`config.mk`:
```
export PLATFORM = sky130hd
export DESIGN_NAME = if_id_stage
export DESIGN_NICKNAME = d
export VERILOG_FILES = /design/src/rtl/pipe_pkg.sv /design/src/rtl/pc_reg.sv /design/src/rtl/if_id_stage.sv
export SDC_FILE = /design/constraint.sdc
export NUM_CORES = 1
export LEC_CHECK = 0
export ABC_AREA = 1
export BUFFER_PORTS_ARGS = -buffer_cell sky130_fd_sc_hd__clkbuf_2
export CELL_PAD_IN_SITES_DETAIL_PLACEMENT = 1
export CELL_PAD_IN_SITES_GLOBAL_PLACEMENT = 2
export CORE_UTILIZATION = 25
export DETAILED_ROUTE_END_ITERATION = 10
export GPL_TIMING_DRIVEN = 1
export PLACE_DENSITY_LB_ADDON = 0.25
export SKIP_LAST_GASP = 1
export SLEW_MARGIN = 20
export SYNTH_ARGS = -nofsm -noshare
export SYNTH_HDL_FRONTEND = slang
export SYNTH_SLANG_ARGS = --single-unit
```
`constraint.sdc`:
```
create_clock -name clk -period 1.3 [get_ports clk]
set_input_delay 0.26 -clock clk [delete_from_list [all_inputs] [get_ports clk]]
set_output_delay 0.26 -clock clk [all_outputs]
set_load 0.05 [all_outputs]
```
`src/rtl/pipe_pkg.sv`:
```
// rtl/pipe_pkg.sv - shared widths, defaults and PC helpers for the fetch pipeline
package pipe_pkg;

    localparam int INST_W = 32;
    localparam int IMM_W  = 16;

    localparam logic [31:0] PC_INC           = 32'd4;
    localparam logic [31:0] DEFAULT_RESET_PC = 32'h0000_0000;
    // sll $0,$0,0
    localparam logic [INST_W-1:0] DEFAULT_NOP_INST = 32'h0000_0000;

    // Fetch addresses are always word aligned; the low two bits of any
    // incoming target are dropped.
    function automatic logic [31:0] align_pc(input logic [31:0] addr);
        return addr & 32'hFFFF_FFFC;
    endfunction

endpackage

```
`src/rtl/pc_reg.sv`:
```
// rtl/pc_reg.sv - program counter with redirect/stall/advance priority
//
// Ports:
//   clk, rst_n       clock, asynchronous active-low reset
//   redirect_valid   load redirect_target (word aligned); beats stall
//   redirect_target  new PC, bits [1:0] ignored
//   stall            hold PC
//   advance          instruction accepted this cycle, step PC by 4
//   pc               current fetch PC
//   pc_plus4         pc + 4, modulo 2^32
module pc_reg
    import pipe_pkg::*;
#(
    parameter logic [31:0] RESET_PC = DEFAULT_RESET_PC
) (
    input  logic        clk,
    input  logic        rst_n,
    input  logic        redirect_valid,
    input  logic [31:0] redirect_target,
    input  logic        stall,
    input  logic        advance,
    output logic [31:0] pc,
    output logic [31:0] pc_plus4
);

    // Natural 32-bit wrap: 32'hFFFF_FFFC + 4 gives 0.
    assign pc_plus4 = pc + PC_INC;

    always_ff @(posedge clk or negedge rst_n) begin
        if (!rst_n) begin
            pc <= RESET_PC;
        end else if (redirect_valid) begin
            pc <= align_pc(redirect_target);
        end else if (stall) begin
            pc <= pc;
        end else if (advance) begin
            pc <= pc_plus4;
        end
    end

endmodule

```
`src/rtl/if_id_stage.sv`:
```
// rtl/if_id_stage.sv - instruction fetch stage plus IF/ID pipeline register
//
// Ports:
//   clk, rst_n        clock, asynchronous active-low reset
//   imem_addr         fetch address (equals pc)
//   imem_rdata        instruction word for imem_addr, valid when imem_ready
//   imem_ready        imem_rdata valid this cycle
//   stall             hold PC and IF/ID
//   flush             squash IF/ID
//   redirect_valid    taken branch/jump from EX
//   redirect_target   new PC, bits [1:0] ignored
//   id_inst           IF/ID instruction
//   id_imm            id_inst[15:0]
//   id_pc_plus4       IF/ID PC+4
//   id_valid          IF/ID holds a real instruction
//
// Build option IF_ID_DELAY_SLOT_EN: when defined, a redirect does not squash
// IF/ID, so the delay-slot word fetched alongside the redirect proceeds.
module if_id_stage
    import pipe_pkg::*;
#(
    parameter logic [31:0]       RESET_PC = DEFAULT_RESET_PC,
    parameter logic [INST_W-1:0] NOP_INST = DEFAULT_NOP_INST
) (
    input  logic              clk,
    input  logic              rst_n,
    output logic [31:0]       imem_addr,
    input  logic [INST_W-1:0] imem_rdata,
    input  logic              imem_ready,
    input  logic              stall,
    input  logic              flush,
    input  logic              redirect_valid,
    input  logic [31:0]       redirect_target,
    output logic [INST_W-1:0] id_inst,
    output logic [IMM_W-1:0]  id_imm,
    output logic [31:0]       id_pc_plus4,
    output logic              id_valid
);

    logic [31:0] pc;
    logic [31:0] pc_plus4;
    logic        squash;

    pc_reg #(
        .RESET_PC (RESET_PC)
    ) u_pc_reg (
        .clk             (clk),
        .rst_n           (rst_n),
        .redirect_valid  (redirect_valid),
        .redirect_target (redirect_target),
        .stall           (stall),
        .advance         (imem_ready),
        .pc              (pc),
        .pc_plus4        (pc_plus4)
    );

    assign imem_addr = pc;

`ifdef IF_ID_DELAY_SLOT_EN
    assign squash = flush;
`else
    assign squash = flush | redirect_valid;
`endif

    always_ff @(posedge clk or negedge rst_n) begin
        if (!rst_n) begin
            id_inst     <= NOP_INST;
            id_pc_plus4 <= 32'h0000_0000;
            id_valid    <= 1'b0;
        end else if (squash) begin
            // id_pc_plus4 is left alone; it is meaningless while id_valid=0.
            id_inst  <= NOP_INST;
            id_valid <= 1'b0;
        end else if (stall) begin
            id_inst     <= id_inst;
            id_pc_plus4 <= id_pc_plus4;
            id_valid    <= id_valid;
        end else if (imem_ready) begin
            id_inst     <= imem_rdata;
            id_pc_plus4 <= pc_plus4;
            id_valid    <= 1'b1;
        end else begin
            // Memory wait: insert a bubble.
            id_inst  <= NOP_INST;
            id_valid <= 1'b0;
        end
    end

    assign id_imm = id_inst[IMM_W-1:0];

endmodule
```
Word level (Yosys, flattened, before mapping)

Index checks and enable logic that the tools add are counted.

Add/subtract/negate cells: 1
Muxes and demuxes: 9
Reductions and logical operators: 3
Equal/unequal tests: 2
Bitwise gates (word level): 3

Operators with widths:

| cell                                                  | count |
|---|---|
| 2-to-1 mux 32 bit                                     | 6 |
| adder 32 x 3 -> 32 bit, second input constant         | 1 |
| inequality test 2 x 1 -> 1 bit, second input constant | 2 |
| 2-to-1 mux 1 bit                                      | 3 |
| AND reduction 3 bit                                   | 1 |
| NOT 1 bit                                             | 2 |
| AND reduction 2 bit                                   | 1 |
| nonzero test 2 bit                                    | 1 |
| bitwise OR 1 bit                                      | 1 |

Output and inout bits: 113
Logic and storage cells: 22
Register bits: 97

Depth between registers and ports, before layout

Depth in word-level cells: 4
Mapped depth: 10
Mapped depth without buffers: 10

Cells and area by module

From an unflattened synthesis, not the netlist that was laid out.

Cell total of the unflattened synthesis: 668
Area total of the unflattened synthesis: 5331.4 um^2

Modules (own cells, without submodules):

| module      | cells an instance | seq. area each (um^2) | area each (um^2) | instances |
|---|---|---|---|---|
| if_id_stage | 303               | 1626.6                | 2910.3           | 1 |
| pc_reg      | 365               | 750.7                 | 2421.1           | 1 |

Worst setup path before layout

Ideal clock, no wire load.

Path kind: register to register
Start point: reg u_pc_reg.pc[3]
End point: reg id_pc_plus4[24]
Slack: -0.533 ns
Cell stages (with the launch flop): 11
Arrival: 1.715 ns
Clock period less this slack: 1.833 ns
Cells stage by stage: dfrtp_1 ha_1 nand2_1 nor2_4 nand2_1 nor2_4 nand2_1 nand2_1 nand2_1 nand2_1 nand2_1

Longest elaborated chain between the ends: 1

RTL lines:

| element                | RTL line          | RTL |
|---|---|---|
| start, declared        | pc_reg.sv:22      | `output logic [31:0] pc,` |
| start signal, assigned | pc_reg.sv:33      | `pc <= align_pc(redirect_target);` |
| start signal, assigned | pc_reg.sv:35      | `pc <= pc;` |
| start signal, assigned | pc_reg.sv:37      | `pc <= pc_plus4;` |
| adder 32 x 3 -> 32 bit | pc_reg.sv:27      | `assign pc_plus4 = pc + PC_INC;` |
| end signal, assigned   | if_id_stage.sv:76 | `id_pc_plus4 <= id_pc_plus4;` |
| end signal, assigned   | if_id_stage.sv:80 | `id_pc_plus4 <= pc_plus4;` |
| end, declared          | if_id_stage.sv:36 | `output logic [31:0] id_pc_plus4,` |

Every way passes these cells.
A chain may end at the register's enable or synchronous reset.

Final worst setup path

Start point: reg u_pc_reg.pc[2]
End point: reg u_pc_reg.pc[12]

Longest elaborated chain between the ends: 4

RTL lines:

| element                | RTL line     | RTL |
|---|---|---|
| adder 32 x 3 -> 32 bit | pc_reg.sv:27 |  |
| 2-to-1 mux 32 bit      | pc_reg.sv:36 | `end else if (advance) begin` |
| 2-to-1 mux 32 bit      | pc_reg.sv:34 | `end else if (stall) begin` |
| 2-to-1 mux 32 bit      | pc_reg.sv:32 | `end else if (redirect_valid) begin` |

Every way passes these cells. The select of a mux whose other input is x is not followed.

==> metrics.log <==
[metrics] run status: finished with violations
[metrics] failing checks: negative setup slack
[metrics] count of filler cells inserted in the layout: roughly 2100
[metrics] areal power density over the cells: 1230 nW/µm²
[metrics] number of remaining DRC errors: 0
[metrics] Clock Sinks: between 90 and 100
[metrics] Synth Area in Adders: 0.263%
[metrics] CTS tree: built
[metrics] part of the Yosys area used for sequential elements: 48.9%
[metrics] CTS clk-pin slew, worst paths: 0.07 ns
[metrics] layer with the highest usage after global routing: met2
[metrics] data arrival time of the worst path: between 1.5 and 2 ns
[metrics] number of nets still failing antenna checks after routing: 0
[metrics] top cells by count, synth: nand2_1 (202), dfrtp_1 (93), inv_1 (46)
[metrics] setup total negative slack: -5.67 ns
[metrics] warning count from the yosys run: 0
[metrics] total number of placement rows: 50
[metrics] placer congestion estimate: 0.784
[metrics] diodes inserted: 0
[metrics] wire length of the first global-routing pass: 28200 µm
[metrics] maximum resistive drop on vdd: 0.629 mV
[metrics] Die Outline Area: 19600 µm²
[metrics] chip width: between 100 and 150 µm
[metrics] Synth Instances: 555
[metrics] element type at the critical path start: flip-flop
[metrics] sort of element at the end of the critical path: flip-flop
[metrics] post-synthesis compound-gate area fraction: 12.4%
[metrics] final worst setup slack: -0.174 ns
[metrics] worst min-delay path class: in -> reg
[metrics] DRT Wirelength: 18000 µm
[metrics] global routing met2 resource utilization: 31.8%
[metrics] grt total ovfl: 0
[metrics] mux contribution to synthesized area: 0%
[metrics] Setup violations, final: 75
[metrics] Pwr Total: approximately 10 mW
[metrics] cts bufs inserted: 9
[metrics] Max Cap Violations: 0
[metrics] HPWL reported at the end of detailed placement: 12700 µm
[metrics] Area Overhead vs Synth: 67.2%
[metrics] Core ar.: 18700 µm²
[metrics] starting utilization of the core area: between 20% and 30%
[metrics] simple-gate share of the synthesized area: 25.4%
[metrics] number of buffers inserted by port buffering: 176
[metrics] ratio of cells with drive above 1 in the final layout: 49.9%
[metrics] leading post-synthesis cells by cell area: dfrtp_1 (49%), nand2_1 (16%), a32o_1 (6.7%)
[metrics] XOR/XNOR share of the synthesized area: 3.24%
[metrics] dominant cell by count in the synthesized netlist: nand2_1
[metrics] Synth Cell Area: 4760 µm²
[metrics] final net count: 873
[metrics] met3 track demand over resource in global routing: 2.53%
[metrics] leading area contributor after synthesis: dfrtp_1
[metrics] Die Span Y: ~140 µm
[metrics] fmax: 0.678 GHz
[metrics] Placement Cell Area: 6290 µm²
[metrics] total count of hold-check failures in the final report: 0
[metrics] flip-flop count of the largest register after layout: 32
[metrics] Yosys cell types: 29
[metrics] final clock period utilization by the worst path: 113%
[metrics] Synth top area share: 48.9%
[metrics] number of instances in the placed design: 985
[metrics] final cell count without fillers: 1041
[metrics] clock root buffer master: clkbuf_16
[metrics] wire per inst: 17.3 µm
[metrics] pin count of the biggest net entering global routing: 38
[metrics] maximum fanout along the worst path: 5
[metrics] Top-Level Pins: 183
[metrics] proportion of synthesized flip-flops having asynchronous set or reset: 100%
[metrics] number of buffers on the longest clock path: 2
[metrics] vias in the first global route: 5192
[metrics] Setup Skew: 0.0101 ns
[metrics] Worst-Skew Late Latency: 0.35 ns
[metrics] CP required: ~1.6 ns
[metrics] 1st-iter DRT viols: 207
[metrics] total global routing track utilization: approximately a fifth
[metrics] main combinational cell family by area after synthesis: simple AND/OR/NAND/NOR gates
[metrics] unrepaired setup endpoints after global routing: yes
[metrics] Layout Cell Area excl Fill: around 8000 µm²
[metrics] average size of a mapped cell: 8.57 µm²
[metrics] DP Worst Slack: -0.199 ns
[metrics] final count of pins violating max slew: 0
[metrics] most instantiated flip-flop cell in the synthesis netlist: dfrtp_1
[metrics] mean number of vias per cell: 4.59
[metrics] global-route met1 utilization: 24.1%
[metrics] clock period minus final worst setup slack: 1.47 ns
[metrics] type of the setup path with the least slack: reg -> reg
[metrics] initial antenna violation count: 0
[metrics] cell leakage power: just over 4 nW
[metrics] H-tree depth reported by CTS: 3
[metrics] total iterations of the first detailed-routing run: 5
[metrics] via count: 4773
[metrics] total of flip-flops plus latches after synthesis: between 90 and 100
[metrics] number of synthesized flops with an enable pin: 0
==> worst max-delay path, stage by stage, from the launching register on <==
cell,delay [ns]
dfrtp_2,0.40
ha_4,0.14
nand2_2,0.06
nor2_4,0.14
nand2_4,0.10
nor2_4,0.18
buf_6,0.14
xor2_2,0.13
nand2_1,0.07
nand2_1,0.05
==> cells by family after synthesis <==
| group | after synthesis |
|---|---|
| other cells | 1 |
| compound gates | 73 |
| buf+inv | 94 |
| flops | 93 |
| xor+xnor | 15 |
| simple gates | 278 |
| fa+ha+maj | 1 |
==> cell usage in the layout, fill, tap and decap left out, types with 2 or more instances in the layout <==
cell type / Yosys / layout
nand2_1: 202 / 179
clkbuf_2: 0 / 115
dfrtp_1: 93 / 66
buf_4: 20 / 58
inv_1: 46 / 46
clkbuf_16: 0 / 37
buf_6: 2 / 33
a32o_1: 32 / 32
dfrtp_2: 0 / 27
nand2_2: 3 / 21
nand3_1: 28 / 17
o21ai_0: 21 / 16
clkbuf_4: 0 / 16
nor2_1: 26 / 15
nor2_4: 8 / 14
buf_2: 12 / 14
a22o_1: 12 / 12
xor2_2: 3 / 11
nor2_2: 5 / 10
nand3_2: 0 / 9
buf_12: 0 / 9
nand2_4: 2 / 7
inv_2: 5 / 5
o21ai_1: 0 / 4
o21bai_1: 4 / 4
conb_1: 1 / 4
nand3_4: 1 / 3
o211ai_1: 3 / 3
xor2_4: 0 / 2
clkinv_2: 0 / 2
clkbuf_8: 0 / 2
==> layer usage <==
metal / wire (µm) / vias up
met1: 8130 / 2395
met5: 0 / -
met4: 295 / 0
li1: - / 2256
met2: 8990 / 105
met3: 575 / 17
==> worst paths after layout <==
check	from	to	slack (ns)	cells past startpoint
setup reg to reg	u_pc_reg.pc[2]	u_pc_reg.pc[12]	-0.17	9
hold reg to reg	id_pc_plus4[23]	id_pc_plus4[23]	0.49	2
setup / recovery	u_pc_reg.pc[2]	u_pc_reg.pc[12]	-0.17	9
hold / removal	imem_rdata[7]	id_inst[7]	0.12	2
max in group asynchronous	rst_n	u_pc_reg.pc[4]	0.37	3
min in group asynchronous	rst_n	id_pc_plus4[17]	0.36	2
==> repair_timing <==
action                                 CTS  global route
endpoints found under the hold margin   20             0
setup buffers                           31            15
resized for setup                      145            89
setup endpoints to repair               84           109
pin swaps                               26            24
hold buffers                             1             0
==> stage by stage <==
| stage | utilization, % | hold WS, ns |
|---|---|---|
| after CTS | 40.8 | 0.112 |
| after global routing | 42.5 | 0.127 |
| after detailed placement | 33.6 | 0.200 |
| after global placement | 33.6 | 0.205 |
| final | 42.5 | 0.125 |
| after floorplan | - | -0.0356 |
==> power by group <==
group          total (mW)  leakage, nW  internal [mW]  switching [mW]
clock                2.77        0.150           1.55            1.22
combinational        3.51         2.72           1.34            2.17
sequential           3.49         1.18           3.22           0.262
total                9.77         4.05           6.11            3.66
==> layout make-up <==
class                           instances  area (µm²)  share of cell area [%]
Clock buffer                           11         243                    3.05
Clock inverter                          5        57.6                   0.724
Inverter                               51         191                    2.41
Multi-Input combinational cell        371        2310                    29.1
Sequential cell                        93        2360                    29.7
Tap cell                              234         293                    3.68
Timing Repair Buffer                  276        2490                    31.3
Note: power is estimated with default switching activity, not from simulation.
